===== src/rtl/bus_datapath_pkg.sv =====
// Shared types for the sequenced single-bus datapath: opcodes, sequencer states, opcode width.
package bus_datapath_pkg;

  localparam int OP_W = 3;

  typedef enum logic [OP_W-1:0] {
    OP_ADD = 3'd0,
    OP_SUB = 3'd1,
    OP_AND = 3'd2,
    OP_OR  = 3'd3,
    OP_SHL = 3'd4,
    OP_SHR = 3'd5,
    OP_MUL = 3'd6,
    OP_MOV = 3'd7
  } op_e;

  typedef enum logic [2:0] {
    ST_IDLE  = 3'd0,
    ST_LOADY = 3'd1,
    ST_EXEC  = 3'd2,
    ST_MUL   = 3'd3,
    ST_WB    = 3'd4
  } state_e;

endpackage


===== src/rtl/bus_datapath_seq_if.sv =====
// Control/observation bundle between the future control unit (master) and the datapath (slave).
interface bus_datapath_seq_if
  import bus_datapath_pkg::*;
#(
  parameter int DATA_W   = 32,
  parameter int NUM_REGS = 16
) ();
  localparam int REG_AW = $clog2(NUM_REGS);

  logic              start;
  logic [OP_W-1:0]   op;
  logic [REG_AW-1:0] ra;
  logic [REG_AW-1:0] rb;
  logic [REG_AW-1:0] rd;
  logic              ext_we;
  logic [REG_AW-1:0] ext_addr;
  logic [DATA_W-1:0] ext_data;
  logic [REG_AW-1:0] dbg_addr;
  logic [DATA_W-1:0] dbg_data;
  logic              busy;
  logic              done;
  logic [DATA_W-1:0] hi;
  logic [DATA_W-1:0] lo;
  logic [DATA_W-1:0] bus_out;

  modport master (
    output start, op, ra, rb, rd, ext_we, ext_addr, ext_data, dbg_addr,
    input  dbg_data, busy, done, hi, lo, bus_out
  );

  modport slave (
    input  start, op, ra, rb, rd, ext_we, ext_addr, ext_data, dbg_addr,
    output dbg_data, busy, done, hi, lo, bus_out
  );
endinterface


===== src/rtl/bus_datapath_seq_alu.sv =====
// Combinational single-cycle ALU (dp_alu); MUL is iterated by the sequencer and yields 0 here.
module dp_alu
  import bus_datapath_pkg::*;
#(
  parameter int DATA_W = 32
) (
  input  op_e               op_i,
  input  logic [DATA_W-1:0] a_i,
  input  logic [DATA_W-1:0] b_i,
  output logic [DATA_W-1:0] res_o
);
  localparam int SHW = $clog2(DATA_W);

  always_comb begin
    res_o = '0;
    case (op_i)
      OP_ADD:  res_o = a_i + b_i;
      OP_SUB:  res_o = a_i - b_i;
      OP_AND:  res_o = a_i & b_i;
      OP_OR:   res_o = a_i | b_i;
      OP_SHL:  res_o = a_i << b_i[SHW-1:0];
      OP_SHR:  res_o = a_i >> b_i[SHW-1:0];
      OP_MOV:  res_o = b_i;
      default: res_o = '0;
    endcase
  end
endmodule


===== src/rtl/bus_datapath_seq.sv =====
// Register file + Y/Z/HI/LO staging with a T-state sequencer, one operation per start pulse.
// Optional feature macro: ZERO_REG_EN (R0 hardwired to zero).
//   state    | meaning
//   ST_IDLE  | accept start / external loads
//   ST_LOADY | bus = R[ra], Y <= bus
//   ST_EXEC  | bus = R[rb], Z <= ALU(Y,bus) or seed multiplier
//   ST_MUL   | one shift-add step per cycle, down-counter to 1
//   ST_WB    | bus = Zlow, R[rd] <= bus, MUL also loads HI/LO
module bus_datapath_seq
  import bus_datapath_pkg::*;
#(
  parameter int DATA_W   = 32,
  parameter int NUM_REGS = 16
) (
  input logic              clock,
  input logic              clear,
  bus_datapath_seq_if.slave bus
);
  localparam int REG_AW = $clog2(NUM_REGS);
  localparam int CNT_W  = $clog2(DATA_W) + 1;
`ifdef ZERO_REG_EN
  localparam bit ZERO_REG = 1'b1;
`else
  localparam bit ZERO_REG = 1'b0;
`endif

  state_e              state_q;
  op_e                 op_q;
  logic [REG_AW-1:0]   ra_q, rb_q, rd_q;
  logic [DATA_W-1:0]   regs_q [NUM_REGS];
  logic [DATA_W-1:0]   y_q, hi_q, lo_q;
  logic [2*DATA_W-1:0] z_q;
  logic [CNT_W-1:0]    cnt_q;
  logic                done_q;

  logic [DATA_W-1:0]   bus_d;
  logic [DATA_W-1:0]   alu_res;
  logic [DATA_W:0]     mul_sum;

  function automatic logic [DATA_W-1:0] reg_rd(input logic [REG_AW-1:0] addr);
    if (ZERO_REG && addr == '0) return '0;
    return regs_q[addr];
  endfunction

  function automatic logic wr_ok(input logic [REG_AW-1:0] addr);
    return (addr != '0) || !ZERO_REG;
  endfunction

  always_comb begin
    bus_d = '0;
    case (state_q)
      ST_LOADY: bus_d = reg_rd(ra_q);
      ST_EXEC:  bus_d = reg_rd(rb_q);
      ST_WB:    bus_d = z_q[DATA_W-1:0];
      default:  bus_d = '0;
    endcase
  end

  // Z holds {acc, multiplier}; acc gains Y when the multiplier LSB is set, then the pair shifts right.
  assign mul_sum = {1'b0, z_q[2*DATA_W-1:DATA_W]} + (z_q[0] ? {1'b0, y_q} : '0);

  dp_alu #(.DATA_W(DATA_W)) u_alu (
    .op_i  (op_q),
    .a_i   (y_q),
    .b_i   (bus_d),
    .res_o (alu_res)
  );

  always_ff @(posedge clock or negedge clear) begin
    if (!clear) begin
      state_q <= ST_IDLE;
      op_q    <= OP_ADD;
      ra_q    <= '0;
      rb_q    <= '0;
      rd_q    <= '0;
      y_q     <= '0;
      z_q     <= '0;
      hi_q    <= '0;
      lo_q    <= '0;
      cnt_q   <= '0;
      done_q  <= 1'b0;
      for (int i = 0; i < NUM_REGS; i++) regs_q[i] <= '0;
    end else begin
      done_q <= 1'b0;
      case (state_q)
        ST_IDLE: begin
          if (bus.ext_we && wr_ok(bus.ext_addr)) regs_q[bus.ext_addr] <= bus.ext_data;
          if (bus.start) begin
            op_q    <= op_e'(bus.op);
            ra_q    <= bus.ra;
            rb_q    <= bus.rb;
            rd_q    <= bus.rd;
            state_q <= ST_LOADY;
          end
        end
        ST_LOADY: begin
          y_q     <= bus_d;
          state_q <= ST_EXEC;
        end
        ST_EXEC: begin
          if (op_q == OP_MUL) begin
            z_q     <= {{DATA_W{1'b0}}, bus_d};
            cnt_q   <= CNT_W'(DATA_W);
            state_q <= ST_MUL;
          end else begin
            z_q     <= {{DATA_W{1'b0}}, alu_res};
            state_q <= ST_WB;
          end
        end
        ST_MUL: begin
          z_q   <= {mul_sum, z_q[DATA_W-1:1]};
          cnt_q <= cnt_q - 1'b1;
          if (cnt_q == CNT_W'(1)) state_q <= ST_WB;
        end
        ST_WB: begin
          if (wr_ok(rd_q)) regs_q[rd_q] <= bus_d;
          if (op_q == OP_MUL) {hi_q, lo_q} <= z_q;
          done_q  <= 1'b1;
          state_q <= ST_IDLE;
        end
        default: state_q <= ST_IDLE;
      endcase
    end
  end

  assign bus.dbg_data = reg_rd(bus.dbg_addr);
  assign bus.busy     = (state_q != ST_IDLE);
  assign bus.done     = done_q;
  assign bus.hi       = hi_q;
  assign bus.lo       = lo_q;
  assign bus.bus_out  = bus_d;
endmodule


===== src/flat_wrapper.sv =====
// flat-port wrapper written by rule: the top's interface ports become plain ports
module bus_datapath_seq_flat import bus_datapath_pkg::*;
#(
  parameter int DATA_W   = 32,
  parameter int NUM_REGS = 16
)
  (clock, clear, bus_start, bus_op, bus_ra, bus_rb, bus_rd, bus_ext_we, bus_ext_addr, bus_ext_data, bus_dbg_addr, bus_dbg_data, bus_busy, bus_done, bus_hi, bus_lo, bus_bus_out);
  bus_datapath_seq_if #(.DATA_W(DATA_W), .NUM_REGS(NUM_REGS)) bus_i ();
  input logic clock;
  input logic clear;
  input wire logic [$bits(bus_i.start)-1:0] bus_start;
  input wire logic [$bits(bus_i.op)-1:0] bus_op;
  input wire logic [$bits(bus_i.ra)-1:0] bus_ra;
  input wire logic [$bits(bus_i.rb)-1:0] bus_rb;
  input wire logic [$bits(bus_i.rd)-1:0] bus_rd;
  input wire logic [$bits(bus_i.ext_we)-1:0] bus_ext_we;
  input wire logic [$bits(bus_i.ext_addr)-1:0] bus_ext_addr;
  input wire logic [$bits(bus_i.ext_data)-1:0] bus_ext_data;
  input wire logic [$bits(bus_i.dbg_addr)-1:0] bus_dbg_addr;
  output wire logic [$bits(bus_i.dbg_data)-1:0] bus_dbg_data;
  output wire logic [$bits(bus_i.busy)-1:0] bus_busy;
  output wire logic [$bits(bus_i.done)-1:0] bus_done;
  output wire logic [$bits(bus_i.hi)-1:0] bus_hi;
  output wire logic [$bits(bus_i.lo)-1:0] bus_lo;
  output wire logic [$bits(bus_i.bus_out)-1:0] bus_bus_out;
  assign bus_i.start = bus_start;
  assign bus_i.op = bus_op;
  assign bus_i.ra = bus_ra;
  assign bus_i.rb = bus_rb;
  assign bus_i.rd = bus_rd;
  assign bus_i.ext_we = bus_ext_we;
  assign bus_i.ext_addr = bus_ext_addr;
  assign bus_i.ext_data = bus_ext_data;
  assign bus_i.dbg_addr = bus_dbg_addr;
  assign bus_dbg_data = bus_i.dbg_data;
  assign bus_busy = bus_i.busy;
  assign bus_done = bus_i.done;
  assign bus_hi = bus_i.hi;
  assign bus_lo = bus_i.lo;
  assign bus_bus_out = bus_i.bus_out;
  bus_datapath_seq #(.DATA_W(DATA_W), .NUM_REGS(NUM_REGS)) u_core (.clock(clock), .clear(clear), .bus(bus_i));
endmodule

===== config.mk =====
export PLATFORM = sky130hd
export DESIGN_NAME = bus_datapath_seq_flat
export DESIGN_NICKNAME = d
export VERILOG_FILES = /design/src/rtl/bus_datapath_pkg.sv /design/src/rtl/bus_datapath_seq_if.sv /design/src/rtl/bus_datapath_seq_alu.sv /design/src/rtl/bus_datapath_seq.sv /design/src/flat_wrapper.sv
export SDC_FILE = /design/constraint.sdc
export NUM_CORES = 2
export LEC_CHECK = 0
export BUFFER_PORTS_ARGS = -buffer_cell sky130_fd_sc_hd__buf_2
export CORE_AREA = 2 2 414 313
export DETAILED_ROUTE_END_ITERATION = 10
export DIE_AREA = 0 0 416 315
export PLACE_DENSITY = 0.67
export SLEW_MARGIN = 25
export SYNTH_ARGS = -nofsm -noshare
export SYNTH_HDL_FRONTEND = slang
export SYNTH_SLANG_ARGS = --single-unit

===== constraint.sdc =====
create_clock -name clock -period 8.7 [get_ports clock]
set_clock_uncertainty 0.2 [all_clocks]
set_input_delay 1.305 -clock clock [delete_from_list [all_inputs] [get_ports clock]]
set_output_delay 1.305 -clock clock [all_outputs]
set_load 0.01 [all_outputs]

; ---- Word-level counts from Yosys, hierarchy flattened
; Cells that the tools add are included.
[classes]
addsub = 4
mul = 0
div = 0
n_lt_le_gt_ge = 7
n_eq_ne = 16
shift = 2
n_mux = 29
bitwise_logic = 7
n_reduce_logical = 12
[ops]
columns = operator, count
row1 = $bwmux W512, 2
row2 = $pmux W512 S2, 1
row3 = $mux W512, 1
row4 = $bmux W32 S4, 3
row5 = $mux W32, 10
row6 = $demux W32 S4, 2
row7 = $pmux W32 S7, 1
row8 = $pmux W64 S2, 1
row9 = $pmux W32 S3, 1
row10 = $add A32 B33 Y33, 1
row11 = $add A32 B32 Y32, 1
row12 = $and A32 B32 Y32, 1
row13 = $or A32 B32 Y32, 1
row14 = $shl A32 B5 Y32, 1
row15 = $shr A32 B5 Y32, 1
row16 = $sub A32 B32 Y32, 1
row17 = $ge A5 B5 Y1 const B, 5
row18 = $not A4 Y5, 5
row19 = $eq A3 B3 Y1 const B, 5
row20 = $eq A3 B2 Y1 const B, 4
row21 = $pmux W3 S4, 1
row22 = $pmux W6 S2, 1
row23 = $lt A5 B1 Y1 const B, 2
row24 = $reduce_and A2 Y1, 5
row25 = other kinds (12), 20
[word_totals]
reg_bits = 697
latchBits = 0
ram_bits = 0
mem_bits_ro = 0
inputBits = 59
elab_cells = 104
n_memories = 0

; ---- Logic depth before layout (Yosys ltp)
[logic_depth]
word_depth = 9
mapped_depth = 30

; ---- Modules after synthesis
; From an unflattened synthesis, not the netlist that was laid out.
[hier_totals]
cells_unflattened = 5059
hier_area_um2 = 50691.1
[by_module_without_submodules]
columns = mod, n_inst, cells_per_inst, area_per_inst_um2
row1 = bus_datapath_seq, 1, 4052, 43753.2
row2 = dp_alu, 1, 1007, 6937.9

; ---- Least setup slack after synthesis
; Ideal clock, no wire load.
[synth_timing]
kind = register to register
startpoint = reg u_core.ra_q[0]
endpoint = reg u_core.z_q[29]
setup_time_ps = 124
arrival_ps = 6224
slack_ps = 2153
stages_incl_launch_ff = 29
path_buffers = 8
synth_period_minus_slack_ps = 6547
cell_sequence = dfrtp_1 buf_6 buf_6 buf_6 buf_6 mux4_2 a22oi_2 nand2_1 nor2_1 buf_2 buf_1 buf_1 buf_1 ha_1 nand4_1 o31ai_1 xnor2_1 ha_1 a21o_1 a21o_1 a21oi_1 o21ai_0 a2111oi_0 o31ai_1 a41oi_1 nand2b_1 xnor2_1 o221ai_1 a21boi_1
[synth_via]
elab_chain_len = 9
elab_cells_between_ends = 14
classes_between = add/sub: 2 / shift: 2 / mux: 7 / bitwise: 3
[synth_lines]
columns = element, line
row1 = "start, declared", bus_datapath_seq.sv:29  ; logic [REG_AW-1:0] ra_q, rb_q, rd_q;
row2 = "start signal, assigned", bus_datapath_seq.sv:90  ; ra_q <= bus.ra;
row3 = $not A4 Y5 (not written as such) *, bus_datapath_seq.sv:42  ; return regs_q[addr];
row4 = $bmux W32 S4 *, bus_datapath_seq.sv:42
row5 = $mux W32 (not written as such) * (2 in a row), bus_datapath_seq.sv:42
row6 = $pmux W32 S3 *, bus_datapath_seq.sv:51  ; case (state_q)
row7 = "$sub A32 B32 Y32, or another cell as far along", bus_datapath_seq_alu.sv:18  ; OP_SUB: res_o = a_i - b_i;
row8 = $pmux W32 S7, bus_datapath_seq_alu.sv:16  ; case (op_i)
row9 = $mux W32 *, bus_datapath_seq.sv:101  ; if (op_q == OP_MUL) begin
row10 = $pmux W64 S2 *, bus_datapath_seq.sv:85  ; case (state_q)
row11 = "end signal, assigned", bus_datapath_seq.sv:102  ; z_q <= {{DATA_W{1'b0}}, bus_d};
row12 = "end signal, assigned", bus_datapath_seq.sv:106  ; z_q <= {{DATA_W{1'b0}}, alu_res};
row13 = "end signal, assigned", bus_datapath_seq.sv:111  ; z_q <= {mul_sum, z_q[DATA_W-1:1]};
row14 = "end, declared", bus_datapath_seq.sv:32  ; logic [2*DATA_W-1:0] z_q;
; Mark *: on every way between the ends. The rest lies on a longest branch, timed or not. The select of a mux whose other input is x is not followed.
; A chain may end at the register's enable or synchronous reset.

; ---- Worst setup path in the final report
[layout_timing]
startpoint = reg u_core.state_q[0]
endpoint = reg u_core.z_q[30]
[layout_via]
elab_chain_len = 6
elab_cells_between_ends = 15
classes_between = add/sub: 2 / eq/ne: 4 / shift: 2 / mux: 4 / bitwise: 2 / reduce/logical: 1
[layout_lines]
columns = element, line
row1 = "start, declared", bus_datapath_seq.sv:27  ; state_e state_q;
row2 = "start signal, assigned", bus_datapath_seq.sv:71  ; state_q <= ST_IDLE;
row3 = "start signal, assigned", bus_datapath_seq.sv:93  ; state_q <= ST_LOADY;
row4 = "start signal, assigned", bus_datapath_seq.sv:98  ; state_q <= ST_EXEC;
row5 = "$eq A3 B3 Y1, or another cell as far along", bus_datapath_seq.sv:51
row6 = $pmux W32 S3, bus_datapath_seq.sv:51
row7 = "$sub A32 B32 Y32, or another cell as far along", bus_datapath_seq_alu.sv:18
row8 = $pmux W32 S7, bus_datapath_seq_alu.sv:16
row9 = $mux W32, bus_datapath_seq.sv:101
row10 = $pmux W64 S2, bus_datapath_seq.sv:85
; Parallel ways exist; a longest one is shown, timed or not.

==> results.md <==
- CTS buffer count: 77
- Global route total overflow: 0
- Number of clock sinks: 697
- Post-synthesis compound-gate area fraction: 25.5%
- Setup crit start kind: flip-flop
- Layout area overhead: 10.8%
- First-pass GRT wire length: 336,000 um
- Register area share after synthesis: 34.6%
- Final setup fails: 0
- Port-buffer cells: approximately 190
- Postcts setup bufs: 0
- Slew @ Worst Pin: 1.11 ns
- Crit-path cells: nor2_1 > nand2_2 > clkinv_2 > nand2_1 > nand3_1 > buf_4 > nor2_4 > ha_1 > nand4_1 > o31ai_1 > xnor2_1 > ha_1 > a21o_1 > a21o_1 > a21oi_1 > o221ai_1 > a31oi_1 > o21ai_0 > nand4_1 > and4_1 > nor3_1 > mux2i_1 > a21oi_1
- Sequential Area: 17,500 um^2
- Outcome: finished, final reports clean
- Die Ht: approximately 320 um
- Simple-Gate Fraction of Synth Area: 8.95%
- Longest Clk Path Bufs: 3
- Tcrit/Tclk final: 90.9%
- Crit path kind: reg -> reg
- All-Layer GR Usage: between 30% and 40%
- Area leader, netlist: dfrtp_1
- Mux cell area share after synthesis: 22.7%
- Max transition margin: approximately a quarter
- Post-synth top cells: dfrtp_1, nand2_1, o21ai_0
- P per Cell Area: 440 nW/um^2
- Mapped cell area: 50,400 um^2
- Row cnt: roughly 110
- Hold depth: 1
- Worst setup margin: 0.787 ns
- Initial core utilization: between 30 and 40%
- Crit. End Element: flip-flop
- Xor-xnor portion of the synthesized cell area: approximately 1.5%
- CP max FO: 24
- Hold slack: 0.287 ns
- Routability congestion estimate: 1.04
- Syn Nets: 5,070
- Min-Delay Path Class: reg -> reg
- Post-synth cell types: 91
- Core area: 128,000 um^2
- Yosys warning count: 0
- Starting DRC count in detailed routing: roughly 8,400
- Post-route minimum period: 7.91 ns
- Avg Cell Area, Syn: 10.2 um^2
- Most common flop cell mapped by yosys: dfrtp_1
- CP max-delay cell: dfrtp_1
- Final WL: 236,000 um
- Post-synthesis adder-cell area fraction: between 1.5 and 2%
- Final nets: 4,968
- Most numerous cell in the Yosys netlist: dfrtp_1
- Largest net degree at the start of global routing: 163
- Via count: roughly 48,000
- Detail Placement HPWL: 150,000 um
- Dpl ws: around 1.2 ns
- TNS Setup: 0 ns
- Max Transition Viols Final: 0
- Layout fillers: 12,000
- Initial antenna violation count: 13
- #FFs+latches synth: ~700
- Initial DRT Pass Iterations: 7
- Clock tree from TritonCTS: yes
- Dpl cell area: 53,000 um^2
- Synth area leaders: dfrtp_1, mux4_2, o22a_1, o21ai_0, mux2i_1
- Fmax: 126 MHz
- Crit path DAT: roughly 8.3 ns
- VDD IR-drop max: around 0.41 mV
- Post-synth top area share: about a third
- Leakage power: 0.0226 uW
- Cells after Synth: 4,940
- Via density: 7.35
- Die ar.: 131,000 um^2
- Cell area after layout: 55,900 um^2
- Ys async rst share: 100%
- Final Hold Viols: 0
- Area taken by multi-input logic gates: 30,800 um^2
- Avg WL per Cell: around 36 um
- Horiz. Die Dim: 416 um
- Largest family of logic cells by synthesized area: compound AO/OA/AOI/OAI gates
- Crit-path max cell delay: 1.08 ns
- RSZ-0062 raised after global routing: false
- Worst-skew pair later-pin latency: 0.71 ns
- Ratio of cells with drive above 1 in the final layout: between 20% and 30%
- Antenna-violating nets left: 0
- Max_cap viols: 0
- CP required: 9.05 ns
- Vias in the first global route: 45,600
- Post-synth EDFFs: 0
- DRC violations left: 0
- FF-to-FF path depth: 23
- Top-Level Pins: 189
- Clock transition at path regs: 0.07 ns
- Post-CTS resize count: 0
- Post-CTS Hold Buffers: 0
- H-tree Lvls: 3
- CTS root buffer: clkbuf_16
-- cell families (layout without fill, tap and decap cells) --
logic type,count (synthesis),after routing
flops,697,697
other cells,0,8
simple gates,995,995
mux,676,676
fa+ha+maj,71,71
compound gates,1799,1799
buf+inv,618,577
xor+xnor,84,84
-- report_power, final --
group / internal [uW] / total [uW] / switching (uW)
sequential: 4200 / 5810 / 1610
combinational: 5650 / 15100 / 9460
clock: 2150 / 3690 / 1540
total: 12000 / 24600 / 12600
-- layout make-up --
type                    count  share of cell area [%]
repair buffers            362                    4.32
multi-input cells        3625                    55.2
clock inverters            34                    1.04
well taps                1682                    3.77
inverters                  75                   0.506
clock buffers             106                    3.88
flip-flops and latches    697                    31.2
diodes                      8                  0.0358
-- through the flow --
step | cells | utilization, % | total power, uW
after floorplan | 4940 | - | 14900
after global placement | 6439 | 41.5 | 20100
after detailed placement | 6439 | 41.6 | 20200
after CTS | 6579 | 43.7 | 23900
after global routing | 6581 | 43.8 | 25400
final | 6589 | 43.8 | 24600
-- placed cells by master (no fill, tap or decap), types with 164 or more instances in the layout --
cell and n:
a21oi_1 164, buf_2 185, dfrtp_1 691, mux2i_1 224, mux4_2 366, nand2_1 490, o21a_1 237, o21ai_0 451
o221ai_1 239, o22a_1 258
-- flip-flops by register name, indices dropped and copies added (netlist names), 6 cells and up --
name / flops
u_core.bus.lo: 32
u_core.y_q: 32
u_core.z_q: 64
u_core.regs_q: 512
u_core.bus.hi: 32
u_core.cnt_q: 6
-- final timing paths --
| check | startpoint | endpoint | slack (ns) |
|---|---|---|---|
| min in group asynchronous | clear | u_core.bus.hi[27] | 0.40 |
| hold / removal | u_core.cnt_q[5] | u_core.cnt_q[5] | 0.29 |
| setup reg to reg | u_core.state_q[0] | u_core.z_q[30] | 0.79 |
| setup / recovery | u_core.state_q[0] | u_core.z_q[30] | 0.79 |
| max in group asynchronous | clear | u_core.regs_q[403] | 6.44 |
| hold reg to reg | u_core.cnt_q[5] | u_core.cnt_q[5] | 0.29 |
-- metal layers --
metal | vias up | global-route usage [%] | part of all wire (%)
li1 | 19000 | - | -
met1 | 23900 | 46.2 | 37
met2 | 4427 | 47.3 | 40
met3 | 1021 | 16.3 | 17
met4 | 14 | 20.2 | 6.8
met5 | - | 0.325 | 0.041
-- worst max-delay path: cells and delay by family, from the launching register on --
family | cells | cell delay (ns)
AOI/OAI and AO/OA | 8 | 2.10
xor gates and xnor gates | 1 | 0.12
adders and majority gates | 2 | 0.76
buffers and inverters | 2 | 0.99
DFF | 1 | 1.08
muxes | 1 | 0.23
and+or+nand+nor | 9 | 2.26
Power figures use the tool's default switching activity.
